===== src/rtl/gcd_datapath.sv =====
// Purpose: operand registers, subtract/compare unit and result capture for the GCD controller.
// Latency: status flags, D, result_valid, sub_count and underflow all register one edge after their qualifying strobe.
// Backpressure: none; every strobe acts on the edge it is presented, and result_valid is a single-cycle pulse.
//
// Ports:
//   clock, reset           rising-edge clock; asynchronous active-high clear of all state
//   enable, sel            qualify and select the operation (00 A-B, 01 B-A, 10 compare, 11 hold)
//   a_sel/a_load           A write strobe and source (0 x_in, 1 A-B)
//   b_sel/b_load           B write strobe and source (0 y_in, 1 B-A)
//   d_load                 capture request level; only its rising edge writes D
//   x_in, y_in             operands
//   x_eq_y, x_greater_y    registered status of the last compare
//   gcd_out, result_valid  result register D and its one-cycle write pulse
//   sub_count, underflow   saturating subtraction count and sticky blocked-subtract flag
module gcd_datapath #(
  parameter int WIDTH = 8
) (
  input  logic             clock,
  input  logic             reset,
  input  logic             enable,
  input  logic [1:0]       sel,
  input  logic             a_sel,
  input  logic             b_sel,
  input  logic             a_load,
  input  logic             b_load,
  input  logic             d_load,
  input  logic [WIDTH-1:0] x_in,
  input  logic [WIDTH-1:0] y_in,
  output logic             x_eq_y,
  output logic             x_greater_y,
  output logic [WIDTH-1:0] gcd_out,
  output logic             result_valid,
  output logic [WIDTH-1:0] sub_count,
  output logic             underflow
);

  localparam logic [1:0] SEL_A_MINUS_B = 2'b00;
  localparam logic [1:0] SEL_B_MINUS_A = 2'b01;
  localparam logic [1:0] SEL_COMPARE   = 2'b10;

  logic [WIDTH-1:0] a_q;
  logic [WIDTH-1:0] b_q;
  logic             d_load_q;

  logic a_ge_b;
  logic b_ge_a;
  logic a_raw_load;
  logic b_raw_load;
  logic a_sub_req;
  logic b_sub_req;
  logic a_sub_ok;
  logic b_sub_ok;
  logic sub_blocked;
  logic compare_en;
  logic capture;

  always_comb begin
    a_ge_b      = (a_q >= b_q);
    b_ge_a      = (b_q >= a_q);
    a_raw_load  = a_load & ~a_sel;
    b_raw_load  = b_load & ~b_sel;
    // A subtract request only exists for the arm whose direction matches sel,
    // so simultaneous subtract strobes never both act.
    a_sub_req   = a_load & a_sel & enable & (sel == SEL_A_MINUS_B);
    b_sub_req   = b_load & b_sel & enable & (sel == SEL_B_MINUS_A);
    a_sub_ok    = a_sub_req & a_ge_b;
    b_sub_ok    = b_sub_req & b_ge_a;
    // A negative result is never written; the attempt is recorded instead.
    sub_blocked = (a_sub_req & ~a_ge_b) | (b_sub_req & ~b_ge_a);
    compare_en  = enable & (sel == SEL_COMPARE);
    capture     = d_load & ~d_load_q;
  end

  always_ff @(posedge clock or posedge reset) begin
    if (reset) begin
      a_q <= '0;
      b_q <= '0;
    end else begin
      if (a_raw_load)    a_q <= x_in;
      else if (a_sub_ok) a_q <= a_q - b_q;

      if (b_raw_load)    b_q <= y_in;
      else if (b_sub_ok) b_q <= b_q - a_q;
    end
  end

  // A fresh operand starts a new diagnostic window, so a load clears the
  // counter and the sticky flag even if the other arm subtracts on that edge.
  always_ff @(posedge clock or posedge reset) begin
    if (reset) begin
      sub_count <= '0;
      underflow <= 1'b0;
    end else if (a_raw_load | b_raw_load) begin
      sub_count <= '0;
      underflow <= 1'b0;
    end else begin
      if ((a_sub_ok | b_sub_ok) && !(&sub_count)) sub_count <= sub_count + 1'b1;
      if (sub_blocked) underflow <= 1'b1;
    end
  end

  always_ff @(posedge clock or posedge reset) begin
    if (reset) begin
      x_eq_y      <= 1'b0;
      x_greater_y <= 1'b0;
    end else if (compare_en) begin
      x_eq_y      <= (a_q == b_q);
      x_greater_y <= (a_q > b_q);
    end
  end

  always_ff @(posedge clock or posedge reset) begin
    if (reset) begin
      d_load_q     <= 1'b0;
      gcd_out      <= '0;
      result_valid <= 1'b0;
    end else begin
      d_load_q     <= d_load;
      result_valid <= capture;
      if (capture) gcd_out <= a_q;
    end
  end

endmodule


===== config.mk =====
export PLATFORM = sky130hd
export DESIGN_NAME = gcd_datapath
export DESIGN_NICKNAME = d
export VERILOG_FILES = /design/src/rtl/gcd_datapath.sv
export SDC_FILE = /design/constraint.sdc
export NUM_CORES = 1
export LEC_CHECK = 0
export BUFFER_PORTS_ARGS = -buffer_cell sky130_fd_sc_hd__buf_2
export CORE_UTILIZATION = 40
export CTS_CLUSTER_SIZE = 20
export DETAILED_ROUTE_END_ITERATION = 16
export MAX_ROUTING_LAYER = met4
export PLACE_DENSITY = 0.65
export SYNTH_ARGS = -nofsm -noshare
export SYNTH_HDL_FRONTEND = slang
export SYNTH_SLANG_ARGS = --single-unit

===== constraint.sdc =====
create_clock -name clock -period 6.4 [get_ports clock]
set_input_delay 1.92 -clock clock [delete_from_list [all_inputs] [get_ports clock]]
set_output_delay 1.92 -clock clock [all_outputs]
set_load 0.005 [all_outputs]

# After elaboration in Yosys (flattened, before gate mapping)
# Index checks and enable logic that the tools add are counted.
[word_totals]
regBits = 37
input_bits = 26
out_inout_bits = 20
wordCells = 56
[op_classes]
addsub = 3
magnitude_cmp = 3
eq_ne = 3
n_mux = 8
bitwise_logic = 22
reduce_logical = 8
[ops]
columns = ["cell", "count"]
rows = [
  ["$mux W8", 6],
  ["$ge A8 B8 Y1", 2],
  ["$sub A8 B8 Y8", 2],
  ["$and A1 B1 Y1", 14],
  ["$add A8 B1 Y8 const B", 1],
  ["$eq A8 B8 Y1", 1],
  ["$gt A8 B8 Y1", 1],
  ["$reduce_and A8 Y1", 1],
  ["$reduce_bool A2 Y1", 4],
  ["$not A1 Y1", 5],
  ["$or A1 B1 Y1", 3],
  ["$eq A2 B1 Y1 const B", 1],
  ["$eq A2 B2 Y1 const B", 1],
  ["$logic_not A2 Y1", 1],
  ["$mux W1", 2],
  ["$logic_and A1 B1 Y1", 1],
  ["$logic_not A1 Y1", 1],
]

# Logic depth before layout (Yosys ltp)
# Gate-level depths: netlist of the first run.
[logic_depth]
ltp_word = 8
mapped_depth = 11
depth_no_buf = 9

# Worst setup path before layout of the first run
# Ideal clock, no wire load.
[synth_path]
path_kind = "input-to-reg"
start = "input port enable"
end = "register sub_count[6]"
setup_time_ns = 0.120
t_arrival_ns = 2.930
t_required_ns = 6.280
path_slack_ns = 3.350
cell_stages = 5
path_buffers = 0
cell_sequence = "nor2b_1 and4b_1 o21ai_4 a2111o_1 o211a_1"
[synth_via]
elab_chain_len = 6
elab_cells_between_ends = 9
classes_between = "bitwise (7); reduce/logical (2)"
[synth_rtl]
columns = ["element", "line_no", "source"]
rows = [
  ["from (decl)", "20", "input logic enable,"],
  ["$and A1 B1 Y1 (on tied branches) (2 in series)", "64, 65", ""],
  ["$and A1 B1 Y1 (on tied branches)", "66, 67", ""],
  ["$or A1 B1 Y1 (*)", "97", "if ((a_sub_ok | b_sub_ok) && !(&sub_count)) sub_count <= sub_count + 1'b1;"],
  ["$logic_and A1 B1 Y1 (*)", "97", ""],
  ["$reduce_bool A2 Y1 (no source line) (*)", "-", ""],
  ["to (signal assigned)", "97", ""],
  ["to (decl)", "33", "output logic [WIDTH-1:0] sub_count,"],
]
# Mark *: on every way between the ends. The rest lies on a longest branch, timed or not.
# A chain may end at the register's enable or synchronous reset.

# Final worst setup path of the first run
[layout_path]
start = "input port b_sel"
end = "register sub_count[1]"
[layout_via]
elab_chain_len = 7
elab_cells_between_ends = 11
classes_between = "mux (1); bitwise (8); reduce/logical (2)"
[layout_rtl]
columns = ["element", "line_no", "source"]
rows = [
  ["from (decl)", "23", "input logic b_sel,"],
  ["$and A1 B1 Y1 (3 in series)", "65", "b_sub_req = b_load & b_sel & enable & (sel == SEL_B_MINUS_A);"],
  ["$and A1 B1 Y1", "67", "b_sub_ok = b_sub_req & b_ge_a;"],
  ["$or A1 B1 Y1", "97", ""],
  ["$logic_and A1 B1 Y1", "97", ""],
  ["$reduce_bool A2 Y1 (no source line)", "-", ""],
]
# Several ways; a longest one is shown, not always the timed one.

==> results of run 1 <==
==> power groups by stage <==
stage / clock [mW] / combinational [mW] / sequential, mW
final: 0.217 / 0.304 / 0.282
after global routing: 0.231 / 0.341 / 0.287
after CTS: 0.222 / 0.304 / 0.283
after detailed placement: 0 / 0.301 / 0.287
after global placement: 0 / 0.299 / 0.286
after floorplan: 0 / 0.244 / 0.285
==> layout make-up <==
class / count / share of cell area
repair buffers: 46 / 0.07878
multi-input cells: 211 / 0.5091
flip-flops and latches: 37 / 0.3134
clock buffers: 6 / 0.02795
well taps: 77 / 0.03261
inverters: 20 / 0.02541
clock inverters: 2 / 0.01271
==> logic make-up after synthesis <==
logic type,after synthesis,share of synthesized area
simple gates,86,0.1693
compound gates,70,0.1760
flops,37,0.3549
buf+inv,35,0.06858
mux,26,0.1007
fa+ha+maj,19,0.09688
xor+xnor,10,0.03358
==> routing by layer <==
layer  global-route usage  vias to the layer above
met1               0.2461                      977
met2               0.2795                       44
li1                     -                     1040
met4              0.04655                        0
met3              0.03846                        5
met5                    -                        -
==> metrics by stage <==
stage | hold slack, ns | cells | setup WS [ns] | util | cell area (um2)
after floorplan | 0.4721 | 283 | 3.350 | - | 2609
after global placement | 0.4558 | 391 | 2.835 | 0.4489 | 2834
after detailed placement | 0.4645 | 391 | 2.754 | 0.4489 | 2834
after CTS | 0.4824 | 399 | 3.068 | 0.4679 | 2954
after global routing | 0.5019 | 399 | 2.845 | 0.4679 | 2954
final | 0.4751 | 399 | 3.075 | 0.4679 | 2954
==> flip-flops by register name, indices dropped and copies added, names as in the netlist, 8 cells and up <==
signal,cells
b_q,8
a_q,8
sub_count,8
gcd_out,8
==> tightest hold or removal path, stage by stage, from the launching register on <==
cell and delay (ns):
dfrtp_1 0.34, nand2_1 0.04, o21ai_0 0.06
==> cell usage after synthesis, drive strengths merged <==
cell    number  area, um2
a2111o       1      11.26
a211oi       3      22.52
a21boi       1      7.510
a21o         8      60.06
a21oi       22      125.1
a221oi       1      15.01
a31oi        4      25.02
and2         1      6.260
and3         4      25.02
and4         1      8.760
and4b        1      10.01
buf         10      85.08
clkbuf       5      18.77
dfrtp       37      925.9
fa           2      40.04
ha          17      212.7
inv         20      75.07
mux2         2      22.52
mux2i       24      240.2
nand2       29      108.9
nand2b      13      96.35
nand3        2      10.01
nand3b       4      30.03
nand4        5      31.28
nor2        21      83.83
nor2b        4      25.02
o211a        1      10.01
o21a         6      45.04
o21ai       20      115.1
o21bai       2      15.01
o31ai        1      7.510
or2          1      6.260
xnor2        9      78.83
xor2         1      8.760
==> worst min-delay path by stage <==
stage                 from           to  slack, ns
2_1_floorplan  x_greater_y  x_greater_y       0.47
5_1_grt         gcd_out[5]   gcd_out[5]       0.50
6_report        gcd_out[2]   gcd_out[2]       0.48
3_3_place_gp    gcd_out[4]   gcd_out[4]       0.46
3_5_place_dp    gcd_out[2]   gcd_out[2]       0.46
4_1_cts         gcd_out[2]   gcd_out[2]       0.48
==> cells in the final DEF (no fill, tap or decap), drive strengths merged, types with 2 or more instances in the layout <==
| cell type | count |
|---|---|
| buf | 46 |
| dfrtp | 37 |
| nand2 | 29 |
| mux2i | 24 |
| a21oi | 22 |
| nor2 | 21 |
| inv | 20 |
| o21ai | 20 |
| ha | 17 |
| nand2b | 13 |
| xnor2 | 9 |
| a21o | 8 |
| o21a | 6 |
| clkbuf | 6 |
| nand4 | 5 |
| nand3b | 4 |
| nor2b | 4 |
| and3 | 4 |
| a31oi | 4 |
| a211oi | 3 |
| o21bai | 2 |
| mux2 | 2 |
| nand3 | 2 |
| fa | 2 |
==> qor.tcl, run 1 <==
set qor(run_status) {completed}
set qor(worst_setup_startpoint) {b_sel}
set qor(drt_pass1_iterations) 4
set qor(cts_hold_repair.buffers) 0
set qor(period_minus_slack_ns) 3.325
set qor(die_h_um) 82.76
set qor(maxClockFrequency_mhz) 300.8
set qor(clock_tree.htree_level_count) 2
set qor(report.final.setup_viol) 0
set qor(gpl.final_weighted_congestion) 0.8883
set qor(routed.top_layer) {met4}
set qor(slowest_stage_cell_on_the_critical_path) {and2_0}
set qor(grt_antenna_before_repair) 0
set qor(worst-path-stages) 5
set qor(power.density_cell_area_nw_per_um2) 272.2
set qor(met3_wirelength_um) 214
set qor(switching_share) 0.3500
set qor(relSlewSlack) 0.4385
set qor(period_share) 0.5195
set qor(cts_tree) {done}
set qor(reg2reg_slack_ns) 3.72
set qor(clock_sink_count) 37
set qor(endpoint_kind) {flip-flop}
set qor(intPower_mw) 0.5226
set qor(totalWireLength_um) 5557
set qor(global_route_wire_length_before_repair_um) 9101
set qor(multi_input_area_um2) 1504
set qor(final.setup_skew_ns) 0.003857
set qor(setup_repair_bufs_after_cts) 0
set qor(clkTransAtPathRegs_ns) 0.08
set qor(finalPower_mw) 0.8040
set qor(power.leakage_nw) 1.559
set qor(pin_count_of_the_biggest_net_entering_global_routing) 38
set qor(synth.yosys.warnings) 0
set qor(port_buffers) 45
set qor(globalRouteOverflowTotal) 0
set qor(cp-start-kind) {primary input}
set qor(drive_above_1_share) 0.2019
set qor(holdPathStages) 2
set qor(synthDistinctLibCells) 43
set qor(postSynthAreaPerCell_um2) 9.218
set qor(area_growth_pct) 13.24
set qor(area.sequential_um2) 925.9
set qor(timing_worst_setup_path_type) {primary input to flip-flop}
set qor(reg2reg_depth) 8
set qor(crit-reg2reg-launch) {a_q[0]}
set qor(grt_util_all_layers) 0.1831
set qor(detail_route.wirelength.met1_um) 2838
set qor(die_w_um) 82.76
set qor(final_nets) 366
set qor(number_of_gates_resized_after_cts) 0
set qor(cts.root.buffer_cell) {clkbuf_8}
set qor(worst-path-max-fanout) 17
set qor(floorplan.io_pins) 46
set qor(rsz_0062_raised_after_global_routing) {false}
set qor(insertion_delay_ns) 0.30
set qor(yosys_register_bits) 37
set qor(sequence_of_cells_on_the_critical_path) {buf_2 > nand2b_1 > and2_0 > nand2_1 > mux2i_1}
set qor(tritoncts.num_buffers) 5
set qor(grt_pass1_vias) 1959
set qor(drtIter0Drc) 100
set qor(detailroute.via_count) 2066
set qor(path_buf_inv) 1
set qor(core_region_area_um2) 6314
set qor(route.antenna.remaining_nets) 0
set qor(maxCapViolCount) 0
set qor(filler_cell_count) 628
set qor(power.net_switching_mw) 0.2814
set qor(timing.rr.end) {sub_count[6]}
set qor(timing.critical_path.arrival_ns) 3.55
set qor(insertedDiodeCount) 0
set qor(clockBufferDepth) 2
set qor(comb_power_share) 0.379
set qor(final_hold_viol_count) 0
set qor(power.clock.fraction) 0.270
set qor(floorplan.die_area_um2) 6849
set qor(drc) 0
set qor(setup_total_negative_slack_ns) 0
set qor(finalMaxSlewViolations) 0
set qor(vias_per_cell) 5.178
set qor(synth_sequential_area_ratio) 0.3549
set qor(syn-cell-area_um2) 2609
set qor(critical_path_required_ns) 6.63
set qor(rows) 29
set qor(routed-wl-met2_um) 2454
set qor(slowest_delay_ns) 0.72
set qor(detailedPlacementHpwl_um) 4053
set qor(vdd.ir_drop.worst_uv) 149.7
set qor(netlist_instances) 283
set qor(share_seq_of_total_power) 0.351
set qor(worstMarginPinSlew_ns) 0.8406
set qor(post_drt_wl_per_cell_um) 13.93
set qor(critical-path-top-delay-family) {simple AND/OR/NAND/NOR gates}
set qor(mappedNetlistNets) 328
set qor(worst_setup_path_endpoint) {sub_count[1]}
set qor(effective_utilization_at_floorplan) 0.4132
set qor(worst_hold_path_type) {flip-flop to flip-flop}
No activity file was read; power rests on OpenSTA's default activity.
==> run 2: changes to the inputs <==
--- a/config.mk
+++ b/config.mk
@@ -10,7 +10,7 @@
 export CTS_CLUSTER_SIZE = 20
 export DETAILED_ROUTE_END_ITERATION = 16
 export MAX_ROUTING_LAYER = met4
-export PLACE_DENSITY = 0.65
+export PLACE_DENSITY = 0.68
 export SYNTH_ARGS = -nofsm -noshare
 export SYNTH_HDL_FRONTEND = slang
 export SYNTH_SLANG_ARGS = --single-unit
==> constraint.sdc (replaced) <==
create_clock -name clock -period 2.9 [get_ports clock]
set_input_delay 0.87 -clock clock [delete_from_list [all_inputs] [get_ports clock]]
set_output_delay 0.87 -clock clock [all_outputs]
set_load 0.005 [all_outputs]
==> qor.tcl, run 2 (synthesis gave the netlist of run 1 again) <==
set qor(run_status) {completed}
set qor(die_h_um) 82.76 ;# unchanged
set qor(worstMarginPinSlew_ns) 0.7648 ;# -0.07574 ns
set qor(pin_count_of_the_biggest_net_entering_global_routing) 38 ;# unchanged
set qor(worst-path-stages) 9 ;# +4
set qor(routed.top_layer) {met4}
set qor(path_buf_inv) 1 ;# unchanged
set qor(rows) 29 ;# unchanged
set qor(area.sequential_um2) 925.9 ;# unchanged
set qor(tritoncts.num_buffers) 5 ;# unchanged
set qor(detailedPlacementHpwl_um) 4256 ;# +5.0%
set qor(timing.critical_path.arrival_ns) 2.70 ;# -0.85 ns
set qor(finalMaxSlewViolations) 0 ;# unchanged
set qor(detailroute.via_count) 2073 ;# +0.34%
set qor(routed-wl-met2_um) 2496 ;# +1.7%
set qor(power.leakage_nw) 1.565 ;# +0.39%
set qor(endpoint_kind) {flip-flop}
set qor(clock_tree.htree_level_count) 2 ;# unchanged
set qor(maxClockFrequency_mhz) 398.6
set qor(drt_pass1_iterations) 4 ;# unchanged
set qor(critical_path_required_ns) 3.09 ;# -3.54 ns
set qor(timing_worst_setup_path_type) {flip-flop to flip-flop}
set qor(grt_pass1_vias) 1972 ;# +0.66%
set qor(met3_wirelength_um) 283 ;# +32%
set qor(drtIter0Drc) 83 ;# -17%
set qor(cts_hold_repair.buffers) 0 ;# unchanged
set qor(setup_total_negative_slack_ns) 0 ;# unchanged
set qor(final.setup_skew_ns) 0.004123 ;# +0.0002658 ns
set qor(clockBufferDepth) 2 ;# unchanged
set qor(post-place-ws_ns) 0.3916 ;# -2.362 ns
set qor(sequence_of_cells_on_the_critical_path) {inv_1 > ha_1 > fa_1 > nand2b_4 > a21o_1 > a21oi_2 > o21ai_4 > a2111o_1 > o211a_1}
set qor(insertedDiodeCount) 0 ;# unchanged
set qor(floorplan.die_area_um2) 6849 ;# unchanged
set qor(layout.cells.most_common) {buf_2}
set qor(rsz_0062_raised_after_global_routing) {false}
set qor(drc) 0 ;# unchanged
set qor(totalWireLength_um) 5616 ;# +1.1%
set qor(global_route_wire_length_before_repair_um) 9266 ;# +1.8%
set qor(reg2reg_depth) 9 ;# +1
set qor(filler_cell_count) 624 ;# -0.64%
set qor(multi_input_area_um2) 1504 ;# unchanged
set qor(holdPathStages) 2 ;# unchanged
set qor(die_w_um) 82.76 ;# unchanged
set qor(detail_route.wirelength.met1_um) 2764 ;# -2.6%
set qor(vdd.ir_drop.worst_uv) 236.3 ;# +58%
set qor(period_share) 0.8651
set qor(port_buffers) 45 ;# unchanged
set qor(clkTransAtPathRegs_ns) 0.08 ;# about the same
set qor(cts.root.buffer_cell) {clkbuf_8}
set qor(worst_hold_path_type) {flip-flop to flip-flop}
set qor(slowest_delay_ns) 0.46 ;# -0.26 ns
set qor(setup_repair_bufs_after_cts) 0 ;# unchanged
set qor(number_of_gates_resized_after_cts) 0 ;# unchanged
set qor(critical-path-top-delay-family) {compound AO/OA/AOI/OAI gates}
set qor(layout_common_cells) {buf_2, dfrtp_1, nand2_1, mux2i_1}
set qor(gpl.final_weighted_congestion) 0.8591 ;# -3.3%
set qor(maxCapViolCount) 0 ;# unchanged
set qor(final_hold_viol_count) 0 ;# unchanged
set qor(grt_antenna_before_repair) 0 ;# unchanged
set qor(final_nets) 370 ;# +1.1%
set qor(effective_utilization_at_floorplan) 0.4132 ;# unchanged
set qor(globalRouteOverflowTotal) 0 ;# unchanged
set qor(area_growth_pct) 12.95
set qor(vias_per_cell) 5.144 ;# -0.66%
set qor(setup_slack_after_layout_ns) 0.3911 ;# -2.684 ns
set qor(slowest_stage_cell_on_the_critical_path) {a2111o_1}
set qor(grt_util_all_layers) 0.1885 ;# +0.005387
set qor(route.antenna.remaining_nets) 0 ;# unchanged
set qor(insertion_delay_ns) 0.29 ;# about the same
set qor(report.final.setup_viol) 0 ;# unchanged
set qor(floorplan.io_pins) 46 ;# unchanged
set qor(core_region_area_um2) 6314 ;# unchanged
set qor(power.density_cell_area_nw_per_um2) 565.9 ;# +110%
set qor(post_drt_wl_per_cell_um) 13.94 ;# about the same
set qor(clock_sink_count) 37 ;# unchanged
set qor(cts_tree) {done}
set qor(drive_above_1_share) 0.2086 ;# +0.006726
set qor(worst-path-max-fanout) 17 ;# unchanged
set qor(period_minus_slack_ns) 2.509
set qor(relSlewSlack) 0.4898 ;# +0.05136
set qor(cp-start-kind) {flip-flop}
==> run 2: changes by cell type in the layout (fill, tap and decap cells not counted) <==
cell        previous run  this run
clkbuf_8               6         5
bufinv_16              1         0
clkbuf_1               0         1
buf_4                  1         5
clkinv_2               0         2
clkinvlp_4             1         0
==> run 2: layout make-up <==
class / count / share of cell area
inverters: 20 / 0.02548
clock buffers: 6 / 0.02463
well taps: 77 / 0.03270
clock inverters: 2 / 0.003397
flip-flops and latches: 37 / 0.3142
repair buffers: 50 / 0.08917
multi-input cells: 211 / 0.5104
==> run 2: worst paths after layout <==
check                                start            to  slack, ns
min in group asynchronous            reset    gcd_out[6]       0.67
worst max register to register      a_q[0]  sub_count[6]       0.39
worst max-delay path                a_q[0]  sub_count[6]       0.39
worst min-delay path            gcd_out[2]    gcd_out[2]       0.48
worst min register to register  gcd_out[2]    gcd_out[2]       0.48
max in group asynchronous            reset        a_q[0]       1.89
==> run 2: tightest hold or removal path, cell delays in order (launching register included) <==
cell	delay, ns
dfrtp_1	0.34
nand2_1	0.04
o21ai_0	0.06
==> run 2: layer usage <==
metal,vias up,global-route usage
met3,7,0.04286
met1,963,0.2514
li1,1050,-
met2,53,0.2852
met5,-,-
met4,0,0.05345
==> run 2: where the power goes <==
| group | switching (mW) | internal (mW) | total, mW |
|---|---|---|---|
| Clock | 0.194 | 0.167 | 0.361 |
| Combinational | 0.380 | 0.301 | 0.681 |
| Sequential | 0.0473 | 0.578 | 0.626 |
==> run 2: stage by stage <==
| step | std cells | power (mW) | area (um2) | util | hold slack [ns] |
|---|---|---|---|---|---|
| finish | 403 | 1.668 | 2947 | 0.4667 | 0.4773 |
| global route | 403 | 1.794 | 2947 | 0.4667 | 0.5036 |
| CTS | 403 | 1.679 | 2947 | 0.4667 | 0.4847 |
| detailed placement | 395 | 1.313 | 2864 | 0.4536 | 0.4671 |
| global placement | 395 | 1.304 | 2864 | 0.4536 | 0.4560 |
| floorplan | 283 | 1.168 | 2609 | - | 0.4721 |
